<file path="src/rtl/mul_accumulator_if.sv">
`default_nettype none
// ============================================================================
// mul_accumulator_if : operand tag handshake, product input and result bus
// Revision 1.0
// ============================================================================
interface mul_accumulator_if #(
    parameter int ACC_W = 72,
    parameter int CNT_W = 16
);
    logic             op_valid;
    logic             op_last;
    logic             op_ready;
    logic [63:0]      p;
    logic [ACC_W-1:0] sum;
    logic [CNT_W-1:0] sum_count;
    logic             sum_overflow;
    logic             sum_valid;
    logic             sum_ready;

    modport master (
        output op_valid, op_last, p, sum_ready,
        input  op_ready, sum, sum_count, sum_overflow, sum_valid
    );

    modport slave (
        input  op_valid, op_last, p, sum_ready,
        output op_ready, sum, sum_count, sum_overflow, sum_valid
    );
endinterface
`default_nettype wire

</file>
<file path="src/rtl/mul_accumulator.sv">
`default_nettype none
// ============================================================================
// mul_accumulator : tags operands into a fixed-latency multiplier and sums
//                   each tagged burst of products into a valid/ready result.
// Revision 1.0
// ============================================================================
module mul_accumulator #(
    parameter int MUL_LATENCY = 6,
    parameter int ACC_W       = 72,
    parameter int CNT_W       = 16
) (
    input  wire logic         clk,
    input  wire logic         rst_n,
    mul_accumulator_if.slave  bus
);
    localparam logic [1:0] S_ACCUM = 2'd0;
    localparam logic [1:0] S_DRAIN = 2'd1;
    localparam logic [1:0] S_EMIT  = 2'd2;

    logic [1:0]             r_state;
    logic [MUL_LATENCY-1:0] r_tag_v;
    logic [MUL_LATENCY-1:0] r_tag_l;
    logic [ACC_W-1:0]       r_acc;
    logic [CNT_W-1:0]       r_cnt;
    logic                   r_ovf;
    logic [ACC_W-1:0]       r_sum;
    logic [CNT_W-1:0]       r_sum_count;
    logic                   r_sum_ovf;
    logic                   r_sum_valid;

    logic                   w_op_ready;
    logic                   w_accept;
    logic                   w_out_v;
    logic                   w_out_l;
    logic                   w_out_free;
    logic [ACC_W:0]         w_ext;
    logic [ACC_W-1:0]       w_acc_next;
    logic [CNT_W-1:0]       w_cnt_next;
    logic                   w_ovf_next;

    assign w_op_ready = (r_state == S_ACCUM);
    assign w_accept   = bus.op_valid && w_op_ready;
    assign w_out_v    = r_tag_v[MUL_LATENCY-1];
    assign w_out_l    = r_tag_l[MUL_LATENCY-1];
    assign w_out_free = !r_sum_valid || bus.sum_ready;

    // Extra top bit captures the carry out of the accumulator width.
    assign w_ext      = {1'b0, r_acc} + {{(ACC_W + 1 - 64){1'b0}}, bus.p};
    assign w_acc_next = w_ext[ACC_W-1:0];
    assign w_cnt_next = r_cnt + 1'b1;
    assign w_ovf_next = r_ovf | w_ext[ACC_W];

    always_ff @(posedge clk or negedge rst_n) begin
        if (!rst_n) begin
            r_state     <= S_ACCUM;
            r_tag_v     <= '0;
            r_tag_l     <= '0;
            r_acc       <= '0;
            r_cnt       <= '0;
            r_ovf       <= 1'b0;
            r_sum       <= '0;
            r_sum_count <= '0;
            r_sum_ovf   <= 1'b0;
            r_sum_valid <= 1'b0;
        end else begin
            r_tag_v[0] <= w_accept;
            r_tag_l[0] <= w_accept && bus.op_last;
            for (int i = 1; i < MUL_LATENCY; i++) begin
                r_tag_v[i] <= r_tag_v[i-1];
                r_tag_l[i] <= r_tag_l[i-1];
            end

            if (r_sum_valid && bus.sum_ready) begin
                r_sum_valid <= 1'b0;
            end

            case (r_state)
                S_ACCUM: begin
                    if (w_out_v) begin
                        r_acc <= w_acc_next;
                        r_cnt <= w_cnt_next;
                        r_ovf <= w_ovf_next;
                    end
                    if (w_accept && bus.op_last) begin
                        r_state <= S_DRAIN;
                    end
                end
                S_DRAIN: begin
                    if (w_out_v && w_out_l && w_out_free) begin
                        r_sum       <= w_acc_next;
                        r_sum_count <= w_cnt_next;
                        r_sum_ovf   <= w_ovf_next;
                        r_sum_valid <= 1'b1;
                        r_acc       <= '0;
                        r_cnt       <= '0;
                        r_ovf       <= 1'b0;
                        r_state     <= S_ACCUM;
                    end else if (w_out_v) begin
                        // Final value parks in the accumulator until the output frees.
                        r_acc <= w_acc_next;
                        r_cnt <= w_cnt_next;
                        r_ovf <= w_ovf_next;
                        if (w_out_l) begin
                            r_state <= S_EMIT;
                        end
                    end
                end
                S_EMIT: begin
                    if (w_out_free) begin
                        r_sum       <= r_acc;
                        r_sum_count <= r_cnt;
                        r_sum_ovf   <= r_ovf;
                        r_sum_valid <= 1'b1;
                        r_acc       <= '0;
                        r_cnt       <= '0;
                        r_ovf       <= 1'b0;
                        r_state     <= S_ACCUM;
                    end
                end
                default: r_state <= S_ACCUM;
            endcase
        end
    end

    assign bus.op_ready     = w_op_ready;
    assign bus.sum          = r_sum;
    assign bus.sum_count    = r_sum_count;
    assign bus.sum_overflow = r_sum_ovf;
    assign bus.sum_valid    = r_sum_valid;
endmodule
`default_nettype wire
</file>
<file path="src/flat_wrapper.sv">
// flat-port wrapper written by rule: the top's interface ports become plain ports
module mul_accumulator_flat 
#(
    parameter int MUL_LATENCY = 6,
    parameter int ACC_W       = 72,
    parameter int CNT_W       = 16
)
  (clk, rst_n, bus_op_valid, bus_op_last, bus_p, bus_sum_ready, bus_op_ready, bus_sum, bus_sum_count, bus_sum_overflow, bus_sum_valid);
  mul_accumulator_if #(.ACC_W(ACC_W), .CNT_W(CNT_W)) bus_i ();
  input  wire logic clk;
  input  wire logic rst_n;
  input wire logic [$bits(bus_i.op_valid)-1:0] bus_op_valid;
  input wire logic [$bits(bus_i.op_last)-1:0] bus_op_last;
  input wire logic [$bits(bus_i.p)-1:0] bus_p;
  input wire logic [$bits(bus_i.sum_ready)-1:0] bus_sum_ready;
  output wire logic [$bits(bus_i.op_ready)-1:0] bus_op_ready;
  output wire logic [$bits(bus_i.sum)-1:0] bus_sum;
  output wire logic [$bits(bus_i.sum_count)-1:0] bus_sum_count;
  output wire logic [$bits(bus_i.sum_overflow)-1:0] bus_sum_overflow;
  output wire logic [$bits(bus_i.sum_valid)-1:0] bus_sum_valid;
  assign bus_i.op_valid = bus_op_valid;
  assign bus_i.op_last = bus_op_last;
  assign bus_i.p = bus_p;
  assign bus_i.sum_ready = bus_sum_ready;
  assign bus_op_ready = bus_i.op_ready;
  assign bus_sum = bus_i.sum;
  assign bus_sum_count = bus_i.sum_count;
  assign bus_sum_overflow = bus_i.sum_overflow;
  assign bus_sum_valid = bus_i.sum_valid;
  mul_accumulator #(.MUL_LATENCY(MUL_LATENCY), .ACC_W(ACC_W), .CNT_W(CNT_W)) u_core (.clk(clk), .rst_n(rst_n), .bus(bus_i));
endmodule
</file>
<file path="config.mk">
export PLATFORM = sky130hd
export DESIGN_NAME = mul_accumulator_flat
export DESIGN_NICKNAME = d
export VERILOG_FILES = /design/src/rtl/mul_accumulator_if.sv /design/src/rtl/mul_accumulator.sv /design/src/flat_wrapper.sv
export SDC_FILE = /design/constraint.sdc
export NUM_CORES = 1
export LEC_CHECK = 0
export CORE_MARGIN = 5
export CORE_UTILIZATION = 61
export DETAILED_ROUTE_END_ITERATION = 12
export PLACE_DENSITY = 0.87
export SETUP_SLACK_MARGIN = 0.1
export SLEW_MARGIN = 20
export SYNTH_ARGS = -nofsm -noshare
export SYNTH_HDL_FRONTEND = slang
export SYNTH_SLANG_ARGS = --single-unit
</file>
<file path="constraint.sdc">
create_clock -name clk -period 7.6 [get_ports clk]
set_clock_uncertainty 0.2 [all_clocks]
set_input_delay 1.52 -clock clk [delete_from_list [all_inputs] [get_ports clk]]
set_output_delay 1.52 -clock clk [all_outputs]
set_load 0.1 [all_outputs]
</file>
## After elaboration in Yosys (flattened, before gate mapping)

Index checks and enable logic that the tools add are counted.

| storage, ports and cells | value |
|---|---|
| word-level logic and storage cells | 64 |
| output and inout bits | 91 |
| register bits after elaboration | 193 |
| bits in writable memories | 0 |
| bits in latches | 0 |
| input bits | 69 |
| ROM bits | 0 |
| memories | 0 |

| operators by class | value |
|---|---|
| magnitude comparators | 0 |
| muxes and demuxes | 31 |
| bitwise logic cells | 1 |
| shift-type cells | 0 |
| reduce and logical (&&, ||, !) cells | 13 |
| add/subtract/negate cells | 2 |
| equality and inequality tests | 7 |
| div/mod/pow operators | 0 |
| multipliers | 0 |

Operator list:

| kind | count |
|---|---|
| 2-to-1 mux 72 bit | 5 |
| case mux 72 bit (3 select lines) | 1 |
| case mux 72 bit (2 select lines) | 1 |
| 2-to-1 mux 16 bit | 5 |
| adder 72 x 64 -> 73 bit | 1 |
| case mux 16 bit (3 select lines) | 1 |
| case mux 16 bit (2 select lines) | 1 |
| adder 16 x 1 -> 16 bit, second input constant | 1 |
| 2-to-1 mux 2 bit | 5 |
| 2-to-1 mux 1 bit | 8 |
| inequality test 3 x 1 -> 1 bit, second input constant | 2 |
| case mux 2 bit (3 select lines) | 1 |
| logical AND 1 bit | 5 |
| inequality test 2 x 1 -> 1 bit, second input constant | 2 |
| case mux 1 bit (2 select lines) | 2 |
| AND reduction 4 bit | 1 |
| case mux 1 bit (3 select lines) | 1 |
| AND reduction 3 bit | 1 |
| nonzero test 3 bit | 1 |
| equality test 2 x 1 -> 1 bit, second input constant | 1 |
| equality test 2 bit, second input constant | 1 |
| logical NOT 2 bit | 1 |
| inequality test 2 bit, second input constant | 1 |
| AND reduction 2 bit | 1 |
| 4 further kinds | 4 |

## Logic depth before layout (Yosys ltp)

| depth | value |
|---|---|
| word-level depth | 5 |
| mapped depth | 13 |
| gate-level depth less buffers | 13 |

## Worst setup path before layout

OpenSTA, ideal clock, no wires.

| path | value |
|---|---|
| kind | input-to-reg |
| start point | input port bus_p[0] |
| end point | register u_core.r_sum[60], in the netlist u_core.bus.sum[60] |
| data required time | 7329 ps |
| path slack | 3402 ps |
| arrival time | 3927 ps |
| setup time | 71 ps |
| buffers on the path | 0 |
| stages | 13 |
| path through | ha_1 -> inv_1 -> fa_1 -> nor2b_1 -> o31a_1 -> o311ai_1 -> o211ai_1 -> o2111ai_1 -> a21oi_1 -> nor2_1 -> o21ai_1 -> or4b_1 -> nand3_1 |

| on the way | value |
|---|---|
| word-level cells in the longest chain between the ends | 3 |

RTL lines:

| what | line | source |
|---|---|---|
| from (decl) | flat_wrapper.sv:14 | `input wire logic [$bits(bus_i.p)-1:0] bus_p;` |
| adder 72 x 64 -> 73 bit | mul_accumulator.sv:48 | `assign w_ext = {1'b0, r_acc} + {{(ACC_W + 1 - 64){1'b0}}, bus.p};` |
| 2-to-1 mux 72 bit | mul_accumulator.sv:89 | `if (w_out_v && w_out_l && w_out_free) begin` |
| case mux 72 bit (2 select lines) | mul_accumulator.sv:77 | `case (r_state)` |
| to (signal assigned) | mul_accumulator.sv:90 | `r_sum <= w_acc_next;` |
| to (signal assigned) | mul_accumulator.sv:110 | `r_sum <= r_acc;` |
| to (decl) | mul_accumulator.sv:26 | `logic [ACC_W-1:0] r_sum;` |

No other way between the ends. The select of a mux whose other input is x is not followed.
A chain may end at the register's enable or synchronous reset.

## Worst setup path in the final report

Same ends and word-level chain as after synthesis.

==> summary.txt <==
Clocking
  – CTS Root Cell: clkbuf_16
  – TritonCTS Buffers: 17
  – TritonCTS clock tree: yes
  – H-tree Lvls: 4
  – Post-CTS sizing: 0
  – Sink Count: 193
  – CTS Buffer Depth: 2
  – Reg clk slew, reported paths: 80 ps
  – # Post-CTS Setup Buffers: 0
  – Worst-Skew Late Latency: 440 ps
  – Hold-fix buffers at CTS: 0

Global routing
  – First-pass GRT wire length: 56,300 um
  – Antenna violations before repair: 0
  – Routing usage on met1: 39.0%
  – Total track usage: 28.9%
  – Number of global-route vias before repair: 11,100
  – M2 GR Usage: 47.8%
  – Largest net degree at the start of global routing: 88
  – Met3 Resource Use GR: 4.91%
  – Overflow after GRT: 0
  – Most Crowded Layer GR: met2

STA
  – Final Setup Violations: 0
  – Relative slew slack: 26.2%
  – Worst Tran Pin Value: 1110 ps
  – F_max: 0.207 GHz
  – Final worst path period share: 63.5%
  – Post-route setup slack: 2780 ps
  – Count of final hold-check violations: 0
  – Final min period: 4820 ps
  – Final setup TNS: 0 ps
  – Slew Limit Fails: 0
  – RSZ-0062 raised after global routing: no

Drt
  – Initial drt markers: 994
  – DRC: 0
  – First drt pass iteration count: 7
  – Vias: 11,100
  – Post-Route WL: 33,600 um
  – Post-DRT Antenna Nets: 0
  – WL/cell: 18.9 um
  – Vias per cell: 6.26

Worst setup path
  – Crit path required time: 7780 ps
  – Critical Path Start Type: input pin
  – Setup CP Type: input pin to flop
  – CP arrival: 5000 ps
  – Worst setup EP type: flop
  – Crit Path Max Fanout: 5
  – Flop2flop setup slack: 3530 ps

Synth
  – Seq cells post-synth: 193
  – Syn nets: 1,534
  – Leading area contributor after synthesis: dfrtp_1
  – Mapped Cells: 1,395
  – XOR/XNOR Fraction of Synth Area: 6.36%
  – Post-synth EDFFs: 0
  – Asr flop ratio synth: 100%
  – Synth unique cells: 83
  – Dominant combinational cell family by area after synthesis: compound AO/OA/AOI/OAI gates
  – Sequential fraction of the synthesis area: 39.0%
  – Post-synthesis simple-gate area fraction: 16.7%
  – Synth Flop Type: dfrtp_1
  – Ys Warns: 0
  – Synthesized area: 12,400 sq um
  – Post-synth top area share: 39.0%
  – Post-Synth Adder-Cell Area: 7.13%
  – Synth Area in Compound Gates: 22.7%
  – Post-synthesis mux area share: 3.39%
  – Average size of a mapped cell: 8.88 sq um
  – Top cells by area, synth: dfrtp_1 39%, ha_1 7.0%, o21ai_0 6.5%

Placement
  – Placer congestion estimate: 0.959
  – Worst slack at placement: 2410 ps
  – Post-detail-place hpwl: 24,100 um
  – Post-Place Cell Area: 13,900 sq um
  – IO buf count: 159

Flow run
  – Maxcap violations: 0

Final layout
  – Number of diodes: 0
  – Area Growth Syn to Fin: 17.4%
  – Proportion of layout cells with a drive suffix above 1: 4.17%
  – Cell area after layout: 14,600 sq um
  – Fin nets: 1,635
  – Final Util: 72.4%

Floorplanning
  – Die Height: 153 um
  – Die area: 23,300 sq um
  – Cell Rows: 52
  – Core ar.: 20,100 sq um
  – Die W: 153 um
  – Initial Utilization: 61.6%
  – IO Count: 160

Run status
  – Status: finished, final reports clean

Min path
  – HP Class: flop to flop
## critical path: stages
cell             delay, ps
clkdlybuf4s50_1        410
ha_1                   240
inv_1                   90
fa_1                   210
nor2b_1                 70
o31a_1                 310
o311ai_1               250
o211ai_1               240
o2111ai_1              480
a21oi_1                210
nor2_1                 240
o21ai_1                150
or4b_1                 490
nand3_1                100
## metal layers
layer / vias to the layer above / wire [um]
met1: 5345 / 14300
met4: 0 / 896
met2: 485 / 16100
met5: - / 0
met3: 78 / 2250
li1: 5230 / -
## kinds of logic (layout without fill, tap and decap cells)
group,after synthesis,in the layout
compound gates,451,451
simple gates,443,443
flops,193,193
buf+inv,106,220
xor+xnor,90,90
fa+ha+maj,70,70
mux,42,42
## stage by stage
stage	cells	hold slack [ps]
floorplan	1395	131
global placement	1746	133
detailed placement	1747	135
CTS	1779	154
global route	1779	163
finish	1779	154
## flip-flops by register name, summed over array words and instances, names as in the netlist, 2 cells and up
| name | count |
|---|---|
| u_core.r_state | 2 |
| u_core.r_cnt | 16 |
| u_core.r_tag_v | 6 |
| u_core.r_acc | 72 |
| u_core.bus.sum_count | 16 |
| u_core.r_tag_l | 6 |
| u_core.bus.sum | 72 |
## cells in the mapped netlist (4+ instances only)
master      n
nand2_1   191
o21a_1     20
nand4_1    23
buf_2       8
clkbuf_8   10
nor2b_1    18
o31a_1      4
xnor2_1    58
a31oi_1     6
clkbuf_1   42
o21bai_1   11
xor2_1     32
a211oi_1    8
or3_1       6
buf_4       7
nor3_1     25
dfrtp_1   193
o211ai_1    4
o21ai_0   160
a22o_1     44
mux2i_1    42
nand2b_1    7
nor2_1     82
buf_1       8
a21o_1     28
nand3_1    40
o21ai_1     8
buf_6       6
inv_1      21
a21oi_1   109
and3_1     21
o31ai_1    11
nor4_1      5
ha_1       69
## cells in the final DEF, fill, tap and decap left out, drive strengths merged, types with 8 or more instances in the layout
cell	count
dfrtp	193
nand2	191
o21ai	168
clkdlybuf4s50	158
a21oi	110
nor2	83
ha	69
xnor2	58
a22o	44
mux2i	42
nand3	40
xor2	32
inv	29
a21o	28
nor3	25
nand4	25
and3	22
o21a	20
nor2b	18
clkbuf	18
o31ai	12
o21bai	11
a211oi	8
buf	8
## path summary, 6_finish.rpt
path | from | to | cells after the start
worst max register to register | u_core.r_state[0] | u_core.bus.sum[60] | 8
min in group asynchronous | rst_n | u_core.bus.sum[30] | 1
worst max-delay path | bus_p[0] | u_core.bus.sum[60] | 14
worst min register to register | u_core.r_tag_v[1] | u_core.r_tag_v[2] | 0
worst min-delay path | u_core.r_tag_v[1] | u_core.r_tag_v[2] | 0
max in group asynchronous | rst_n | u_core.bus.sum[43] | 2
## area by class of cell
cell class	instances	area (sq um)
clock inverter	15	196
timing repair buffer	167	1680
multi-input combinational	1096	7010
tap	270	338
inverter	21	78.8
sequential	193	4830
fill	1505	5550
clock buffer	17	425
Power is not shown: default switching activity piles up to over one toggle a cycle in this logic, so the estimate is an artifact.
